File: src/rtl/crc_pkg.sv
// Shared definitions for the CRC stream engine family.
//   state_t     : frame FSM states (IDLE, RUN, DONE)
//   CRC*_xxx    : polynomial / init / final-XOR presets for common CRCs
//   bit_reverse : reverses the low 'width' bits of a 32-bit value
package crc_pkg;

  typedef enum logic [1:0] {
    IDLE = 2'd0,
    RUN  = 2'd1,
    DONE = 2'd2
  } state_t;

  localparam logic [7:0]  CRC8_POLY              = 8'h07;
  localparam logic [7:0]  CRC8_INIT              = 8'h00;
  localparam logic [7:0]  CRC8_XOR_OUT           = 8'h00;

  localparam logic [15:0] CRC16_CCITT_FALSE_POLY    = 16'h1021;
  localparam logic [15:0] CRC16_CCITT_FALSE_INIT    = 16'hFFFF;
  localparam logic [15:0] CRC16_CCITT_FALSE_XOR_OUT = 16'h0000;

  localparam logic [31:0] CRC32_POLY             = 32'h04C11DB7;
  localparam logic [31:0] CRC32_INIT             = 32'hFFFFFFFF;
  localparam logic [31:0] CRC32_XOR_OUT          = 32'hFFFFFFFF;
  localparam logic [31:0] CRC32_RESIDUE          = 32'hC704DD7B;
  localparam bit          CRC32_REFLECT          = 1'b1;

  // Reverse all 32 bits, then drop the (32 - width) bits that came from
  // the unused upper part; value must be zero above bit width-1.
  function automatic logic [31:0] bit_reverse(input logic [31:0] value,
                                              input int unsigned width);
    logic [31:0] r;
    for (int unsigned i = 0; i < 32; i++) begin
      r[i] = value[31-i];
    end
    return r >> (32 - width);
  endfunction

endpackage

File: src/rtl/crc_fold.sv
// Combinational CRC fold: next register value after shifting DATA_WIDTH
// data bits through the CRC register.
//   i_crc  : current register (reflected domain when REFLECT_IN=1)
//   i_data : data word; MSB first, or LSB first when REFLECT_IN=1
//   o_crc  : register after all DATA_WIDTH bits
module crc_fold
  import crc_pkg::*;
#(
  parameter int unsigned           CRC_WIDTH  = 8,
  parameter logic [CRC_WIDTH-1:0]  POLY       = 8'h07,
  parameter int unsigned           DATA_WIDTH = 8,
  parameter bit                    REFLECT_IN = 1'b0
) (
  input  logic [CRC_WIDTH-1:0]  i_crc,
  input  logic [DATA_WIDTH-1:0] i_data,
  output logic [CRC_WIDTH-1:0]  o_crc
);

  localparam logic [CRC_WIDTH-1:0] POLY_REFL =
    CRC_WIDTH'(bit_reverse(32'(POLY), CRC_WIDTH));

  always_comb begin
    logic [CRC_WIDTH-1:0] acc;
    logic                 fb;
    acc = i_crc;
    fb  = 1'b0;
    for (int unsigned i = 0; i < DATA_WIDTH; i++) begin
      if (REFLECT_IN) begin
        // Reflected register: LSB is the oldest bit, shift right.
        fb  = acc[0] ^ i_data[i];
        acc = (acc >> 1) ^ (fb ? POLY_REFL : '0);
      end else begin
        fb  = acc[CRC_WIDTH-1] ^ i_data[DATA_WIDTH-1-i];
        acc = (acc << 1) ^ (fb ? POLY : '0);
      end
    end
    o_crc = acc;
  end

endmodule

File: src/rtl/crc_stream_engine.sv
// Streaming CRC generator/checker, one DATA_WIDTH beat per cycle.
//   clock, reset (async, active-high), clear (sync frame abort)
//   data_in/data_valid/data_last/data_ready : beat handshake
//   crc_out   : final CRC of the latest frame (held)
//   crc_valid : one-cycle pulse in DONE
//   crc_match : raw register equals RESIDUE in DONE
module crc_stream_engine
  import crc_pkg::*;
#(
  parameter int unsigned          CRC_WIDTH   = 8,
  parameter logic [CRC_WIDTH-1:0] POLY        = 8'h07,
  parameter logic [CRC_WIDTH-1:0] INIT        = '0,
  parameter logic [CRC_WIDTH-1:0] XOR_OUT     = '0,
  parameter int unsigned          DATA_WIDTH  = 8,
  parameter bit                   REFLECT_IN  = 1'b0,
  parameter bit                   REFLECT_OUT = 1'b0,
  parameter logic [CRC_WIDTH-1:0] RESIDUE     = '0
) (
  input  logic                  clock,
  input  logic                  reset,
  input  logic                  clear,
  input  logic [DATA_WIDTH-1:0] data_in,
  input  logic                  data_valid,
  input  logic                  data_last,
  output logic                  data_ready,
  output logic [CRC_WIDTH-1:0]  crc_out,
  output logic                  crc_valid,
  output logic                  crc_match
);

  function automatic logic [CRC_WIDTH-1:0] rev(input logic [CRC_WIDTH-1:0] v);
    return CRC_WIDTH'(bit_reverse(32'(v), CRC_WIDTH));
  endfunction

  // The register lives in the reflected domain when REFLECT_IN=1; this
  // maps it back to the standard (unreflected) CRC register view.
  function automatic logic [CRC_WIDTH-1:0] std_view(input logic [CRC_WIDTH-1:0] r);
    return REFLECT_IN ? rev(r) : r;
  endfunction

  function automatic logic [CRC_WIDTH-1:0] final_crc(input logic [CRC_WIDTH-1:0] s);
    return (REFLECT_OUT ? rev(s) : s) ^ XOR_OUT;
  endfunction

  localparam logic [CRC_WIDTH-1:0] INIT_REG = REFLECT_IN ? rev(INIT) : INIT;

  state_t                r_state;
  state_t                w_state_next;
  logic [CRC_WIDTH-1:0]  r_crc;
  logic [CRC_WIDTH-1:0]  r_crc_out;
  logic [CRC_WIDTH-1:0]  w_fold;
  logic                  w_accept;

  crc_fold #(
    .CRC_WIDTH  (CRC_WIDTH),
    .POLY       (POLY),
    .DATA_WIDTH (DATA_WIDTH),
    .REFLECT_IN (REFLECT_IN)
  ) u_fold (
    .i_crc  (r_crc),
    .i_data (data_in),
    .o_crc  (w_fold)
  );

  // clear wins over a simultaneous beat.
  assign w_accept = data_valid & data_ready & ~clear;

  always_ff @(posedge clock or posedge reset) begin
    if (reset) begin
      r_state <= IDLE;
    end else begin
      r_state <= w_state_next;
    end
  end

  always_comb begin
    w_state_next = r_state;
    if (clear) begin
      w_state_next = IDLE;
    end else begin
      case (r_state)
        IDLE, RUN: if (w_accept) w_state_next = data_last ? DONE : RUN;
        DONE:      w_state_next = IDLE;
        default:   w_state_next = IDLE;
      endcase
    end
  end

  always_comb begin
    data_ready = (r_state != DONE);
    crc_valid  = (r_state == DONE) & ~clear;
    crc_match  = crc_valid & (std_view(r_crc) == RESIDUE);
  end

  // crc_out is captured on the last-beat edge so it is already valid
  // during DONE, matching the register held there.
  always_ff @(posedge clock or posedge reset) begin
    if (reset) begin
      r_crc     <= INIT_REG;
      r_crc_out <= final_crc(INIT);
    end else begin
      if (clear || r_state == DONE) begin
        r_crc <= INIT_REG;
      end else if (w_accept) begin
        r_crc <= w_fold;
      end
      if (w_accept && data_last) begin
        r_crc_out <= final_crc(std_view(w_fold));
      end
    end
  end

  assign crc_out = r_crc_out;

endmodule

File: config.mk
export PLATFORM = sky130hd
export DESIGN_NAME = crc_stream_engine
export DESIGN_NICKNAME = d
export VERILOG_FILES = /design/src/rtl/crc_pkg.sv /design/src/rtl/crc_fold.sv /design/src/rtl/crc_stream_engine.sv
export SDC_FILE = /design/constraint.sdc
export NUM_CORES = 1
export LEC_CHECK = 0
export CORE_MARGIN = 5
export CORE_UTILIZATION = 28
export CTS_CLUSTER_SIZE = 10
export DETAILED_ROUTE_END_ITERATION = 7
export HOLD_SLACK_MARGIN = 0.12
export PLACE_DENSITY = 0.63
export SLEW_MARGIN = 0
export SYNTH_ARGS = -nofsm -noshare
export SYNTH_HDL_FRONTEND = slang
export SYNTH_SLANG_ARGS = --single-unit
File: constraint.sdc
create_clock -name clock -period 1.7 [get_ports clock]
set_clock_uncertainty 0.05 [all_clocks]
set_input_delay 0.17 -clock clock [delete_from_list [all_inputs] [get_ports clock]]
set_output_delay 0.17 -clock clock [all_outputs]
set_load 0.05 [all_outputs]
==> metrics.yaml, run 1 <==
cts:
  clkTransAtPathRegs_ns: 0.07
  numCtsBuffers: 3
  cts_htree_levels: 1
  insertion_delay_ns: 0.26
  cts_tree: "done"
  cts_root_buf: "clkbuf_8"
  clock_sinks: 18
  cts_buffer_depth: 2
routing:
  routed_via_density: 4.53
  wl_um: 2770
  drt-pass1-iter-count: 3
  vias: 857
  drc: 0
  ant_nets: 0
  drtIter0Drc: 7
  post_drt_wl_per_cell_um: 14.7
floorplan:
  coreArea_um2: 4030
  die_area_um2: 5580
  io_pins: 24
  rows: 23
  start_util: 0.291
  chipHeight_um: 74.7
  die_w_um: 74.7
synth:
  syn_inst: 92
  synth_top_area_share: 0.384
  synth_edf_count: 0
  synth_xor_area_frac: 0.354
  yosys.area.top_type: "dfrtp_1"
  yosys-top-cells-area: "dfrtp_1, xnor3_1, xnor2_2"
  ys_seq_area_frac: 0.384
  synth_mux_area_frac: 0.0758
  ys_warn_count: 0
  avgSynthCellArea_um2: 12.7
  synth_top_family_by_area: "XOR/XNOR gates"
  netlist_area_um2: 1170
  synth_commonest_cells: "dfrtp_1, xnor2_1, mux2_2, xor2_1"
  synth_compound_area_frac: 0.0736
  yosysUniqueCellTypes: 26
  synth-seq-cells: 18
  synth_simple_gate_area_share: 0.0907
  synth_ff_type: "dfrtp_1"
  async_flop_share: 1.00
  synth_most_common_cell: "dfrtp_1"
  synth_fa_ha_area_frac: 0
  syn_nets: 105
final_layout:
  fin_nets: 154
  drive_above_1_share: 0.489
  final_util: 0.441
  area_delta_synth_final_pct: 51.5
  n_antenna_cell: 0
  final_area_um2: 1780
setup_path:
  critPathLaunch: "r_crc[6]$_DFFE_PP0P_"
  reg2reg_slack_ns: -0.02
  crit_chain: "xnor2_4 > xnor3_2 > xnor2_1 > mux2_4"
  cp-start-kind: "register"
  timing_worst_setup_path_type: "reg -> reg"
  required_ns: 1.79
  arrival_ns: 1.81
  path_max_fanout: 4
  end_kind: "register"
  rr_startpoint: "r_crc[6]$_DFFE_PP0P_"
  crit_path_max_incr_delay_ns: 0.49
  critical-path-slowest-cell: "xnor3_2"
sta:
  timing.final.ws_setup_ns: -0.0186
  slew_violations: 0
  min_period_ns: 1.72
  timing.final.crit_share: 1.01
  tightest_slew_ns: 0.361
  rsz0062_at_grt: "yes"
  fmax_mhz: 582
  slew_headroom: 0.753
  hold_viol: 0
  finalSetupViolCount: 3
global_routing:
  antenna_found_initial: 0
  grt_overflow: 0
  grt_use_total: 0.110
  grt_pass1_vias: 920
  grt_max_degree: 19
  grt_pass1_wl_um: 4520
placement:
  portBuffers: 23
  placed_area_um2: 1600
  hpwlAfterDp_um: 2130
  routabilityCongestion: 0.762
power:
  p_leak_nw: 0.847
  power_density_nw_per_um2: 1610
  combPwrFrac: 0.637
  seq_power_share: 0.256
  internal_power_mw: 1.67
  switching_share: 0.416
  ir_drop_mv: 0.475
  pwr-share-clk: 0.107
  switchingPower_mw: 1.19
flow_run:
  maxCapViolations: 0
min_path:
  worstHoldPathType: "in -> async"
outcome:
  violations: "setup timing"
  status: "finished with violations"
cell usage in the layout (no fill, tap or decap), types with 4 or more instances in the layout:
master	n
dfrtp_1	13
xnor2_1	8
xor2_1	5
dlymetal6s2s_1	4
xnor3_1	5
o21ai_0	5
mux2_2	6
xnor2_2	4
or3_1	4
clkdlybuf4s50_1	8
buf_4	31
dfrtp_2	5
what timing repair did:
action	4_1_cts	5_1_grt
gates resized for setup	6	14
hold buffers	0	0
pin swaps	5	11
buffers inserted	1	7
endpoints found under the setup margin	4	9
worst max-delay path, delay by kind of cell, from the launching register on:
family | cells | cell delay [ns]
xor gates and xnor gates | 3 | 0.85
DFF | 1 | 0.44
muxes | 1 | 0.25
power groups by stage:
| stage | clock [mW] | sequential, mW | combinational [mW] |
|---|---|---|---|
| 2_1_floorplan | 0 | 1.04 | 0.842 |
| 3_3_place_gp | 0 | 0.718 | 1.63 |
| 3_5_place_dp | 0 | 0.735 | 1.67 |
| 4_1_cts | 0.314 | 0.740 | 1.72 |
| 5_1_grt | 0.323 | 0.757 | 1.94 |
| 6_report | 0.307 | 0.731 | 1.82 |
area by class of cell:
class	instances	area, um^2
fill	384	2250
multi-input combinational	68	771
sequential	18	457
timing repair buffer	47	434
tap	50	62.6
clock buffer	3	41.3
inverter	3	11.3
flip-flops by register name, indices dropped and copies added (netlist names):
| name | count |
|---|---|
| crc_out | 8 |
| r_crc | 8 |
| r_state | 2 |
layer usage:
metal  share of wire  global-route usage  up-vias
li1                -                   -      412
met1            0.44               0.130      421
met2            0.50               0.182       19
met3           0.041              0.0214        5
met4           0.025              0.0672        0
met5               0                   0        -
kinds of logic after synthesis:
| logic type | count (synthesis) |
|---|---|
| DFF | 18 |
| xor gates and xnor gates | 28 |
| muxes | 8 |
| AOI/OAI and AO/OA | 14 |
| and+or+nand+nor | 18 |
| buffers and inverters | 6 |
metrics by stage:
stage | cells | TNS, ns | hold slack, ns | power, mW | setup WS, ns
floorplan | 92 | 0 | 0.0586 | 1.88 | 0.0209
global placement | 178 | -2.01 | 0.442 | 2.35 | -0.269
detailed placement | 178 | -2.51 | 0.454 | 2.40 | -0.322
CTS | 182 | -0.0597 | 0.207 | 2.78 | -0.0227
global route | 189 | -0.304 | 0.240 | 3.02 | -0.0874
finish | 189 | -0.0419 | 0.188 | 2.86 | -0.0186
worst paths after layout:
| check | cells past startpoint | endpoint |
|---|---|---|
| min in group clock | 1 | crc_out[4]$_DFFE_PP0P_ |
| max in group asynchronous | 3 | r_crc[7]$_DFFE_PP0P_ |
| worst max register to register | 4 | crc_out[2]$_DFFE_PP0P_ |
| worst min register to register | 1 | crc_out[4]$_DFFE_PP0P_ |
| worst max-delay path | 4 | crc_out[2]$_DFFE_PP0P_ |
| worst min-delay path | 3 | crc_out[6]$_DFFE_PP0P_ |
No activity file was read; power rests on OpenSTA's default activity.
==> run 2, diff against run 1 <==
--- a/config.mk
+++ b/config.mk
@@ -7,7 +7,6 @@
 export LEC_CHECK = 0
 export CORE_MARGIN = 5
 export CORE_UTILIZATION = 28
-export CTS_CLUSTER_SIZE = 10
 export DETAILED_ROUTE_END_ITERATION = 7
 export HOLD_SLACK_MARGIN = 0.12
 export PLACE_DENSITY = 0.63
==> results of run 2 <==
No change in the layout: final DEF, timing and power equal those of run 1.
